## src/rtl/uart_pkg.sv

```systemverilog
// Shared definitions for the UART transmit path: payload width default and
// the drain state machine encoding used by uart_tx_fifo.
package uart_pkg;

  localparam int unsigned UART_PAYLOAD_BITS = 8;

  typedef enum logic [1:0] {
    ST_IDLE      = 2'd0,
    ST_SEND      = 2'd1,
    ST_WAIT_ACK  = 2'd2,
    ST_WAIT_DONE = 2'd3
  } drain_state_t;

endpackage

```

## src/rtl/uart_tx_fifo_if.sv

```systemverilog
// Producer-side push bus, status flags and uart_tx-side start bus of uart_tx_fifo.
// The slave modport is the FIFO's view; the master modport is the surrounding logic's view.
interface uart_tx_fifo_if #(
  parameter int unsigned PAYLOAD_BITS = uart_pkg::UART_PAYLOAD_BITS,
  parameter int unsigned DEPTH        = 16
);
  localparam int unsigned ADDR_W = $clog2(DEPTH);

  logic [PAYLOAD_BITS-1:0] in_data;
  logic                    in_valid;
  logic                    in_ready;
  logic                    overflow_clr;
  logic                    overflow;
  logic [ADDR_W:0]         count;
  logic                    empty;
  logic                    full;
  logic                    uart_tx_busy;
  logic                    uart_tx_en;
  logic [PAYLOAD_BITS-1:0] uart_tx_data;

  modport slave (
    input  in_data, in_valid, overflow_clr, uart_tx_busy,
    output in_ready, overflow, count, empty, full, uart_tx_en, uart_tx_data
  );

  modport master (
    output in_data, in_valid, overflow_clr, uart_tx_busy,
    input  in_ready, overflow, count, empty, full, uart_tx_en, uart_tx_data
  );

endinterface

```

## src/rtl/sync_fifo.sv

```systemverilog
// Single-clock FIFO: storage array, wrapping pointers and an occupancy counter.
// Writes when full and reads when empty are ignored, so count stays in 0..DEPTH.
module sync_fifo #(
  parameter int unsigned WIDTH = 8,
  parameter int unsigned DEPTH = 16
) (
  input  logic                     clk,
  input  logic                     reset,
  input  logic                     i_wr_en,
  input  logic [WIDTH-1:0]         i_wr_data,
  input  logic                     i_rd_en,
  output logic [WIDTH-1:0]         o_rd_data,
  output logic [$clog2(DEPTH):0]   o_count,
  output logic                     o_full,
  output logic                     o_empty
);

  localparam int unsigned ADDR_W = $clog2(DEPTH);
  localparam logic [ADDR_W:0] FULL_CNT = (ADDR_W+1)'(DEPTH);

  logic [WIDTH-1:0]  r_mem [DEPTH];
  logic [ADDR_W-1:0] r_wr_ptr;
  logic [ADDR_W-1:0] r_rd_ptr;
  logic [ADDR_W:0]   r_count;
  logic              w_full;
  logic              w_empty;
  logic              w_wr;
  logic              w_rd;

  assign w_full  = (r_count == FULL_CNT);
  assign w_empty = (r_count == '0);
  assign w_wr    = i_wr_en && !w_full;
  assign w_rd    = i_rd_en && !w_empty;

  always_ff @(posedge clk) begin
    if (w_wr) begin
      r_mem[r_wr_ptr] <= i_wr_data;
    end
  end

  // DEPTH is a power of two, so natural pointer overflow is the modulo wrap.
  always_ff @(posedge clk) begin
    if (!reset) begin
      r_wr_ptr <= '0;
      r_rd_ptr <= '0;
      r_count  <= '0;
    end else begin
      if (w_wr) begin
        r_wr_ptr <= r_wr_ptr + ADDR_W'(1);
      end
      if (w_rd) begin
        r_rd_ptr <= r_rd_ptr + ADDR_W'(1);
      end
      case ({w_wr, w_rd})
        2'b10:   r_count <= r_count + (ADDR_W+1)'(1);
        2'b01:   r_count <= r_count - (ADDR_W+1)'(1);
        default: r_count <= r_count;
      endcase
    end
  end

  assign o_rd_data = r_mem[r_rd_ptr];
  assign o_count   = r_count;
  assign o_full    = w_full;
  assign o_empty   = w_empty;

endmodule

```

## src/rtl/uart_tx_fifo.sv

```systemverilog
// Transmit buffer in front of uart_tx: accepts words on a valid/ready bus and
// drains them one frame at a time with a registered single-cycle start pulse.
module uart_tx_fifo
  import uart_pkg::*;
#(
  parameter int unsigned PAYLOAD_BITS = UART_PAYLOAD_BITS,
  parameter int unsigned DEPTH        = 16
) (
  input  logic            clk,
  input  logic            reset,
  uart_tx_fifo_if.slave   bus
);

  localparam int unsigned ADDR_W = $clog2(DEPTH);

  logic                    w_full;
  logic                    w_empty;
  logic                    w_push;
  logic                    w_pop;
  logic [ADDR_W:0]         w_count;
  logic [PAYLOAD_BITS-1:0] w_head;

  drain_state_t            r_state;
  logic                    r_tx_en;
  logic [PAYLOAD_BITS-1:0] r_tx_data;
  logic                    r_overflow;

  // in_ready is !full only, so a pop in the same cycle never admits a push into a full FIFO.
  assign w_push = bus.in_valid && !w_full;
  assign w_pop  = (r_state == ST_IDLE) && !w_empty && !bus.uart_tx_busy;

  sync_fifo #(
    .WIDTH (PAYLOAD_BITS),
    .DEPTH (DEPTH)
  ) u_fifo (
    .clk       (clk),
    .reset     (reset),
    .i_wr_en   (w_push),
    .i_wr_data (bus.in_data),
    .i_rd_en   (w_pop),
    .o_rd_data (w_head),
    .o_count   (w_count),
    .o_full    (w_full),
    .o_empty   (w_empty)
  );

  always_ff @(posedge clk) begin
    if (!reset) begin
      r_state   <= ST_IDLE;
      r_tx_en   <= 1'b0;
      r_tx_data <= '0;
    end else begin
      r_tx_en <= 1'b0;
      case (r_state)
        ST_IDLE: begin
          if (w_pop) begin
            r_tx_data <= w_head;
            r_tx_en   <= 1'b1;
            r_state   <= ST_SEND;
          end
        end
        ST_SEND: begin
          r_state <= ST_WAIT_ACK;
        end
        ST_WAIT_ACK: begin
          if (bus.uart_tx_busy) begin
            r_state <= ST_WAIT_DONE;
          end
        end
        ST_WAIT_DONE: begin
          if (!bus.uart_tx_busy) begin
            r_state <= ST_IDLE;
          end
        end
        default: begin
          r_state <= ST_IDLE;
        end
      endcase
    end
  end

  // A new overflow takes priority over a clear in the same cycle.
  always_ff @(posedge clk) begin
    if (!reset) begin
      r_overflow <= 1'b0;
    end else if (bus.in_valid && w_full) begin
      r_overflow <= 1'b1;
    end else if (bus.overflow_clr) begin
      r_overflow <= 1'b0;
    end
  end

  assign bus.in_ready     = !w_full;
  assign bus.overflow     = r_overflow;
  assign bus.count        = w_count;
  assign bus.empty        = w_empty;
  assign bus.full         = w_full;
  assign bus.uart_tx_en   = r_tx_en;
  assign bus.uart_tx_data = r_tx_data;

endmodule

```

## src/flat_wrapper.sv

```systemverilog
// flat-port wrapper written by rule: the top's interface ports become plain ports
module uart_tx_fifo_flat import uart_pkg::*;
#(
  parameter int unsigned PAYLOAD_BITS = UART_PAYLOAD_BITS,
  parameter int unsigned DEPTH        = 16
)
  (clk, reset, bus_in_data, bus_in_valid, bus_overflow_clr, bus_uart_tx_busy, bus_in_ready, bus_overflow, bus_count, bus_empty, bus_full, bus_uart_tx_en, bus_uart_tx_data);
  uart_tx_fifo_if #(.PAYLOAD_BITS(PAYLOAD_BITS), .DEPTH(DEPTH)) bus_i ();
  input  logic clk;
  input  logic reset;
  input wire logic [$bits(bus_i.in_data)-1:0] bus_in_data;
  input wire logic [$bits(bus_i.in_valid)-1:0] bus_in_valid;
  input wire logic [$bits(bus_i.overflow_clr)-1:0] bus_overflow_clr;
  input wire logic [$bits(bus_i.uart_tx_busy)-1:0] bus_uart_tx_busy;
  output wire logic [$bits(bus_i.in_ready)-1:0] bus_in_ready;
  output wire logic [$bits(bus_i.overflow)-1:0] bus_overflow;
  output wire logic [$bits(bus_i.count)-1:0] bus_count;
  output wire logic [$bits(bus_i.empty)-1:0] bus_empty;
  output wire logic [$bits(bus_i.full)-1:0] bus_full;
  output wire logic [$bits(bus_i.uart_tx_en)-1:0] bus_uart_tx_en;
  output wire logic [$bits(bus_i.uart_tx_data)-1:0] bus_uart_tx_data;
  assign bus_i.in_data = bus_in_data;
  assign bus_i.in_valid = bus_in_valid;
  assign bus_i.overflow_clr = bus_overflow_clr;
  assign bus_i.uart_tx_busy = bus_uart_tx_busy;
  assign bus_in_ready = bus_i.in_ready;
  assign bus_overflow = bus_i.overflow;
  assign bus_count = bus_i.count;
  assign bus_empty = bus_i.empty;
  assign bus_full = bus_i.full;
  assign bus_uart_tx_en = bus_i.uart_tx_en;
  assign bus_uart_tx_data = bus_i.uart_tx_data;
  uart_tx_fifo #(.PAYLOAD_BITS(PAYLOAD_BITS), .DEPTH(DEPTH)) u_core (.clk(clk), .reset(reset), .bus(bus_i));
endmodule
```

## config.mk

```make
export PLATFORM = sky130hd
export DESIGN_NAME = uart_tx_fifo_flat
export DESIGN_NICKNAME = d
export VERILOG_FILES = /design/src/rtl/uart_pkg.sv /design/src/rtl/uart_tx_fifo_if.sv /design/src/rtl/sync_fifo.sv /design/src/rtl/uart_tx_fifo.sv /design/src/flat_wrapper.sv
export SDC_FILE = /design/constraint.sdc
export NUM_CORES = 1
export LEC_CHECK = 0
export ABC_AREA = 0
export BUFFER_PORTS_ARGS = -buffer_cell sky130_fd_sc_hd__buf_4
export CAP_MARGIN = 20
export CORE_MARGIN = 4
export CORE_UTILIZATION = 45
export CTS_BUF_LIST = sky130_fd_sc_hd__clkbuf_16
export DETAILED_ROUTE_END_ITERATION = 10
export PLACE_DENSITY = 0.65
export REMOVE_ABC_BUFFERS = 1
export SETUP_SLACK_MARGIN = 0.3
export SLEW_MARGIN = 20
export SYNTH_ARGS = -nofsm -noshare
export SYNTH_HDL_FRONTEND = slang
export SYNTH_HIERARCHICAL = 1
export SYNTH_SLANG_ARGS = --single-unit
export TNS_END_PERCENT = 1
```

## constraint.sdc

```tcl
create_clock -name clk -period 3.13 [get_ports clk]
set_input_delay 0.1565 -clock clk [delete_from_list [all_inputs] [get_ports clk]]
set_output_delay 0.1565 -clock clk [all_outputs]
set_load 0.02 [all_outputs]
```

==> results.cfg, run 1 <==
[sta]
period_share_pct = 88.0
fmax_mhz = 363
min_period_ns = 2.75
drv_slew = 0
hold_viol = 0
relSlewSlack_pct = 38.1
rsz0062_at_grt = true
worstMarginPinSlew_ns = 0.925
setup_viol = 0
finClkSkew_ns = 0.0182
finalSetupTns_ns = 0

[power_and_ir_drop]
seqPwrFrac_pct = 45.2
p_sw_mw = 1.57
p_sw_share_pct = 27.9
p_per_area_nw_per_um2 = 754
internal-power_mw = 4.05
p_clk_share_pct = 29.9
power_frac_comb_pct = 24.9
p_leak_nw = 2.60
ir_drop_mv = 0.487

[clock_tree]
clock_latency_ns = 0.42
clock-sinks = 157
h-tree-depth = 4
numCtsBuffers = 17
cts_tree = built
clockBufferDepth = 2
path_clk_slew_ns = 0.05
cts_root_buf = clkbuf_16
ctsHoldBuffers = 0

[global_route]
track_usage_pct = 16.5
grt_start_max_net_pins = 42
grt_pass1_wl_um = 20100
grt_pass1_vias = 3558
gr-total-overflow = 0
antenna_found_initial = 0

[synth]
synthesis.area_um2 = 6500
yosys_warnings = 6
yosysSeqAreaShare_pct = 68.1
postSynthCellCount = 384
synth_cell_types = 47
synth-seq-cells = 157
ys.flop_type = edfxtp_1
avgSynthCellArea_um2 = 16.9
ys_async_sr_fraction_pct = 0
synth-edff-count = 128

[final_layout]
layout_commonest_cell = edfxtp_1
antenna_cells = 0
drive_gt1_share_pct = 25.6
final_cell_mix = edfxtp_1, buf_4, mux4_2, dfxtp_1
fin_cells = 621
nNetsFinal = 453
fin_area_um2 = 7440
area_delta_synth_final_pct = 14.6
fill_cells = 1132

[setup_path]
timing_worst_setup_path_type = reg -> reg
r2r_slack_ns = 0.38
cp_slowest_cell = or4_4
critPathCaptureType = register
max_stage_delay_ns = 0.61
ff2ff_path_depth = 11
worstPathCellList = or4_4, nor2_1, nor3b_2, o21ai_4, inv_1, ha_1, xor2_1, ha_1, o31ai_1, o21a_1, nand4_1
critPathLaunchType = register
crit_top_cell = ha_1
crit_fanout = 9
r2r_end = u_core/u_fifo/o_count[4]
worstReg2RegStart = u_core/u_fifo/o_count[1]
crit_arrival_ns = 3.04
crit_required_ns = 3.41

[floorplan]
initial_core_util_pct = 46.4
rows = 43
die_area_um2 = 16400
die_y_um = 128
ios = 31
die_x_um = 128
coreArea_um2 = 14000

[placed_design]
gp_congestion = 0.772
placed_area_um2 = 6950
hpwl_um = 8210
io_buffers = 30
dp.cells = 589

[job]
maxCapViolations = 0

[routing]
dr.pass1.iters = 4
final_antenna_net_count = 0
vias = 3420
wl_per_cell_um = 20.1
drtIter0Drc = 290
vias_per_cell = 5.51
drc_errors = 0
totalWireLength_um = 12500

[worst_hold_path]
min_path_cells = 3
hp-start = bus_overflow_clr
min_to = u_core/bus.overflow
holdCritPathClass = in -> reg

[run_status]
outcome = finished clean
sequential cells by signal (all words and copies together), names as in the netlist, named ones only:
register / cells
u_core/bus.overflow: 1
u_core/u_fifo/o_count: 5
u_core/u_fifo/r_rd_ptr: 4
u_core/bus.uart_tx_en: 1
u_core/u_fifo/r_mem: 128
u_core/u_fifo/r_wr_ptr: 4
u_core/r_state: 2
u_core/bus.uart_tx_data: 8
metrics by stage:
| stage | total power, mW | setup WS [ns] | hold slack [ns] | util, % |
|---|---|---|---|---|
| 2_1_floorplan | 3.49 | -0.150 | 0.255 | - |
| 3_3_place_gp | 3.95 | 0.395 | 0.434 | 49.7 |
| 3_5_place_dp | 3.99 | 0.290 | 0.445 | 49.7 |
| 4_1_cts | 5.67 | 0.302 | 0.00693 | 53.2 |
| 5_1_grt | 5.90 | 0.227 | 0.0381 | 53.2 |
| 6_report | 5.62 | 0.377 | 0.0254 | 53.2 |
routing by layer:
layer | track usage, % | routed length (µm) | vias up
met3 | 4.79 | 693 | 2
met2 | 26.1 | 6160 | 83
li1 | - | - | 1582
met5 | 0 | 0 | -
met4 | 4.31 | 51 | 0
met1 | 22.6 | 5550 | 1753
cell families (layout without fill, tap and decap cells):
| kind of cell | after synthesis | count (layout) | share of synthesized area [%] |
|---|---|---|---|
| AND/OR/NAND/NOR | 91 | 91 | 7.64 |
| multiplexers | 46 | 46 | 13.3 |
| AO/OA/AOI/OAI | 40 | 40 | 5.03 |
| XOR/XNOR | 6 | 6 | 0.809 |
| buffers and inverters | 32 | 89 | 2.79 |
| adder cells (fa/ha/maj) | 12 | 12 | 2.31 |
| flip-flops | 157 | 157 | 68.1 |
cell type report:
type	instances	area [µm²]	share of cell area (%)
Clock buffer	17	425	5.71
Sequential cell	157	4430	59.4
Timing Repair Buffer	49	380	5.11
Multi-Input combinational cell	195	1900	25.5
Tap cell	180	225	3.03
Clock inverter	15	58.8	0.790
Inverter	8	30.0	0.403
synth_stat cells (7+ instances only):
library cell / instances / area, µm²
nor2b_1: 18 / 113
clkbuf_1: 11 / 41.3
inv_1: 7 / 26.3
nor2_1: 19 / 71.3
mux4_2: 32 / 721
ha_1: 12 / 150
edfxtp_1: 128 / 3840
mux2i_1: 13 / 130
and2_1: 9 / 56.3
a22oi_1: 16 / 120
nand2_1: 18 / 67.6
dfxtp_1: 29 / 581
critical path: cells and delay by family, from the launching register on:
family	cells	cell delay [ns]
compound gates	3	0.60
xor+xnor	1	0.17
fa+ha+maj	2	0.47
buf+inv	1	0.07
flops	1	0.38
simple gates	4	0.95
power groups by stage:
stage,logic [mW],registers [mW],clock network [mW]
2_1_floorplan,0.802,2.69,0
3_3_place_gp,1.37,2.58,0
3_5_place_dp,1.40,2.58,0
4_1_cts,1.41,2.54,1.72
5_1_grt,1.54,2.56,1.80
6_report,1.40,2.54,1.68
what timing repair did:
action,4_1_cts,5_1_grt
pin swaps,0,0
cloned,0,0
endpoints found under the setup margin,1,42
resized for setup,1,2
setup buffers,0,0
worst max path at each step:
| stage | cells past startpoint | slack (ns) | end | from |
|---|---|---|---|---|
| floorplan | 11 | -0.15 | u_core/u_fifo/o_count[4] | u_core/u_fifo/o_count[2] |
| global placement | 12 | 0.40 | u_core/u_fifo/o_count[4] | u_core/u_fifo/o_count[1] |
| detailed placement | 12 | 0.29 | u_core/u_fifo/o_count[4] | u_core/u_fifo/o_count[1] |
| CTS | 10 | 0.30 | u_core/u_fifo/o_count[3] | u_core/u_fifo/o_count[1] |
| global route | 10 | 0.23 | u_core/u_fifo/o_count[4] | u_core/u_fifo/o_count[1] |
| finish | 11 | 0.38 | u_core/u_fifo/o_count[4] | u_core/u_fifo/o_count[1] |
No activity file was read; power rests on OpenSTA's default activity.
==> run 2: changes to the inputs <==
--- a/config.mk
+++ b/config.mk
@@ -5,7 +5,7 @@
 export SDC_FILE = /design/constraint.sdc
 export NUM_CORES = 1
 export LEC_CHECK = 0
-export ABC_AREA = 0
+export ABC_AREA = 1
 export BUFFER_PORTS_ARGS = -buffer_cell sky130_fd_sc_hd__buf_4
 export CAP_MARGIN = 20
 export CORE_MARGIN = 4
==> results.cfg, run 2 <==
[routing]
vias = 4184
vias_per_cell = 5.33
final_antenna_net_count = 0
drtIter0Drc = 363
totalWireLength_um = 13800
wl_per_cell_um = 17.6
dr.pass1.iters = 5
drc_errors = 0

[sta]
period_share_pct = 79.4
hold_viol = 0
fmax_mhz = 402
relSlewSlack_pct = 29.8
rsz0062_at_grt = false
min_period_ns = 2.48
worstMarginPinSlew_ns = 1.05
drv_slew = 0
setup_viol = 0
finalSetupTns_ns = 0
finClkSkew_ns = 0.0148

[final_layout]
seqCellArea_um2 = 4430
largest-register = u_core/u_fifo/r_mem
antenna_cells = 0
drive_gt1_share_pct = 15.3
layout_commonest_cell = edfxtp_1
area_delta_synth_final_pct = 15.4
multi_input_area_um2 = 1800
largest_register_ff_count = 128
final_cell_mix = edfxtp_1, inv_1, a21oi_1, nand2_1, buf_4
fin_cells = 785
nNetsFinal = 613
fill_cells = 1236

[power_and_ir_drop]
p_per_area_nw_per_um2 = 835
p_leak_nw = 2.79
total_power_mw = 6.38
ir_drop_mv = 0.408

[placed_design]
hpwl_um = 9060
io_buffers = 30
gp_congestion = 0.850
dp.cells = 751

[setup_path]
max_stage_delay_ns = 0.46
crit_fanout = 10
crit_family = simple AND/OR/NAND/NOR gates
path_buf_inv = 6
timing_worst_setup_path_type = reg -> reg
critPathCaptureType = register
crit_arrival_ns = 2.80
crit_top_cell = inv_1
cp_slowest_cell = dfxtp_1
r2r_slack_ns = 0.65
crit_required_ns = 3.45
r2r_end = u_core/u_fifo/o_count[4]
crit_start = u_core/u_fifo/o_count[1]
worstReg2RegStart = u_core/u_fifo/o_count[1]
ff2ff_path_depth = 18
critPathLaunchType = register
worstPathCellList = nor2_2, nand3_2, inv_1, inv_1, nand3_4, inv_6, nand2_4, inv_6, ha_1, xor2_1, ha_1, inv_1, nand2_2, nand2_2, nand3_1, nand3_1, nand2_1, inv_1
crit_path_end = u_core/u_fifo/o_count[4]
crit_cells = 18

[synth]
synth-seq-cells = 157
yosysMostFrequentCell = edfxtp_1
synthesis.area_um2 = 6610
synth_cell_types = 29
yosys_warnings = 6
yosysTopAreaCellShare_pct = 58.1
ys_async_sr_fraction_pct = 0
ys.flop_type = edfxtp_1
synth_area_leaders = edfxtp_1, dfxtp_1, mux2i_1
yosysSeqAreaShare_pct = 66.9
postSynthCellCount = 547
synth-edff-count = 128
synth_top_cell_by_area = edfxtp_1
avgSynthCellArea_um2 = 12.1
synthTopCellsByCount = edfxtp_1, inv_1, a21oi_1, nand2_1, nor2_1

[floorplan]
coreArea_um2 = 14500
initial_core_util_pct = 45.7
rows = 44
die_area_um2 = 16700
die_y_um = 129
die_x_um = 129
ios = 31

[clock_tree]
clock-sinks = 157
path_clk_slew_ns = 0.06
h-tree-depth = 4
cts_tree = built
clock_latency_ns = 0.42
cts_root_buf = clkbuf_16
numCtsBuffers = 17
clockBufferDepth = 2

[worst_hold_path]
holdCritPathClass = in -> reg

[global_route]
grt_start_max_net_pins = 34
track_usage_pct = 17.3
grt_pass1_wl_um = 21700
gr-total-overflow = 0
grt_pass1_vias = 4015
antenna_found_initial = 0

[run_status]
outcome = finished clean

[job]
maxCapViolations = 0
## run 2: cell count changes after synthesis, moves of 9 or more
cell	delta
a21oi_1	+48
a22oi_1	-16
and2_1	-9
inv_1	+56
mux2i_1	+19
mux4_2	-32
nand2_1	+31
nand3_1	+18
nor2_1	+15
nor2b_1	-18
o211ai_1	+32
o21ai_0	+30
o21ai_1	+12
## run 2: repair_timing
| item | CTS | global route |
|---|---|---|
| hold buffers | 2 | 0 |
| gates resized for setup | 0 | 0 |
| hold endpoints to repair | 1 | 0 |
| buffers inserted | 0 | 0 |
## run 2: stage by stage
stage               utilization, %  hold WS (ns)  cell area, µm²  setup slack [ns]
CTS                           52.7        0.0356            7630             0.651
detailed placement            48.7         0.415            7050             0.678
finish                        52.7        0.0431            7630             0.645
global placement              48.7         0.407            7050             0.742
global route                  52.7        0.0529            7630             0.400
floorplan                        -         0.255            6500            0.0798
## run 2: layer usage
layer | track usage [%] | up-vias | part of all wire, %
met4 | 5.93 | 0 | 1.0
li1 | - | 2014 | -
met1 | 23.1 | 2074 | 44
met3 | 3.50 | 13 | 3.5
met2 | 28.3 | 83 | 51
met5 | 0 | - | 0
## run 2: power breakdown
part | switching, mW | total (mW) | leakage (nW) | internal, mW
Sequential | 0.172 | 2.61 | 1.39 | 2.44
Combinational | 1.15 | 1.82 | 1.13 | 0.669
Clock | 0.839 | 1.94 | 0.272 | 1.10
Total | 2.17 | 6.38 | 2.79 | 4.21
## run 2: logic make-up (layout without fill, tap and decap cells)
group / after synthesis / after routing / synth area share (%)
buffers and inverters: 92 / 146 / 5.88
XOR/XNOR: 5 / 5 / 0.776
adder cells (fa/ha/maj): 12 / 12 / 2.27
AO/OA/AOI/OAI: 128 / 128 / 11.0
flip-flops: 157 / 157 / 66.9
multiplexers: 32 / 32 / 4.84
AND/OR/NAND/NOR: 121 / 121 / 8.38
## run 2: worst min-delay path by stage
stage,to,slack (ns),cells past startpoint,from
after floorplan,u_core/u_fifo/r_mem[0][0],0.26,0,bus_in_data[0]
after global placement,u_core/bus.overflow,0.41,4,bus_overflow_clr
after detailed placement,u_core/bus.overflow,0.42,4,bus_overflow_clr
after CTS,u_core/u_fifo/r_mem[2][3],0.04,1,bus_in_data[3]
after global routing,u_core/u_fifo/r_mem[2][3],0.05,1,bus_in_data[3]
final,u_core/u_fifo/r_mem[2][3],0.04,1,bus_in_data[3]
## run 2: area by class of cell
type / count / area share (%)
sequential: 157 / 58.0
clock buffer: 17 / 5.57
clock inverter: 15 / 1.84
tap: 184 / 3.02
timing repair buffer: 44 / 4.39
multi-input combinational: 298 / 23.6
inverter: 70 / 3.57
## run 2: worst reg2reg max path: stages (launching register included)
cell     delay, ns
dfxtp_1       0.46
nor2_2        0.09
nand3_2       0.10
inv_1         0.08
inv_1         0.09
nand3_4       0.14
inv_6         0.13
nand2_4       0.08
inv_6         0.08
ha_1          0.29
xor2_1        0.22
ha_1          0.17
inv_1         0.05
nand2_2       0.08
nand2_2       0.06
nand3_1       0.08
nand3_1       0.08
nand2_1       0.06
inv_1         0.03
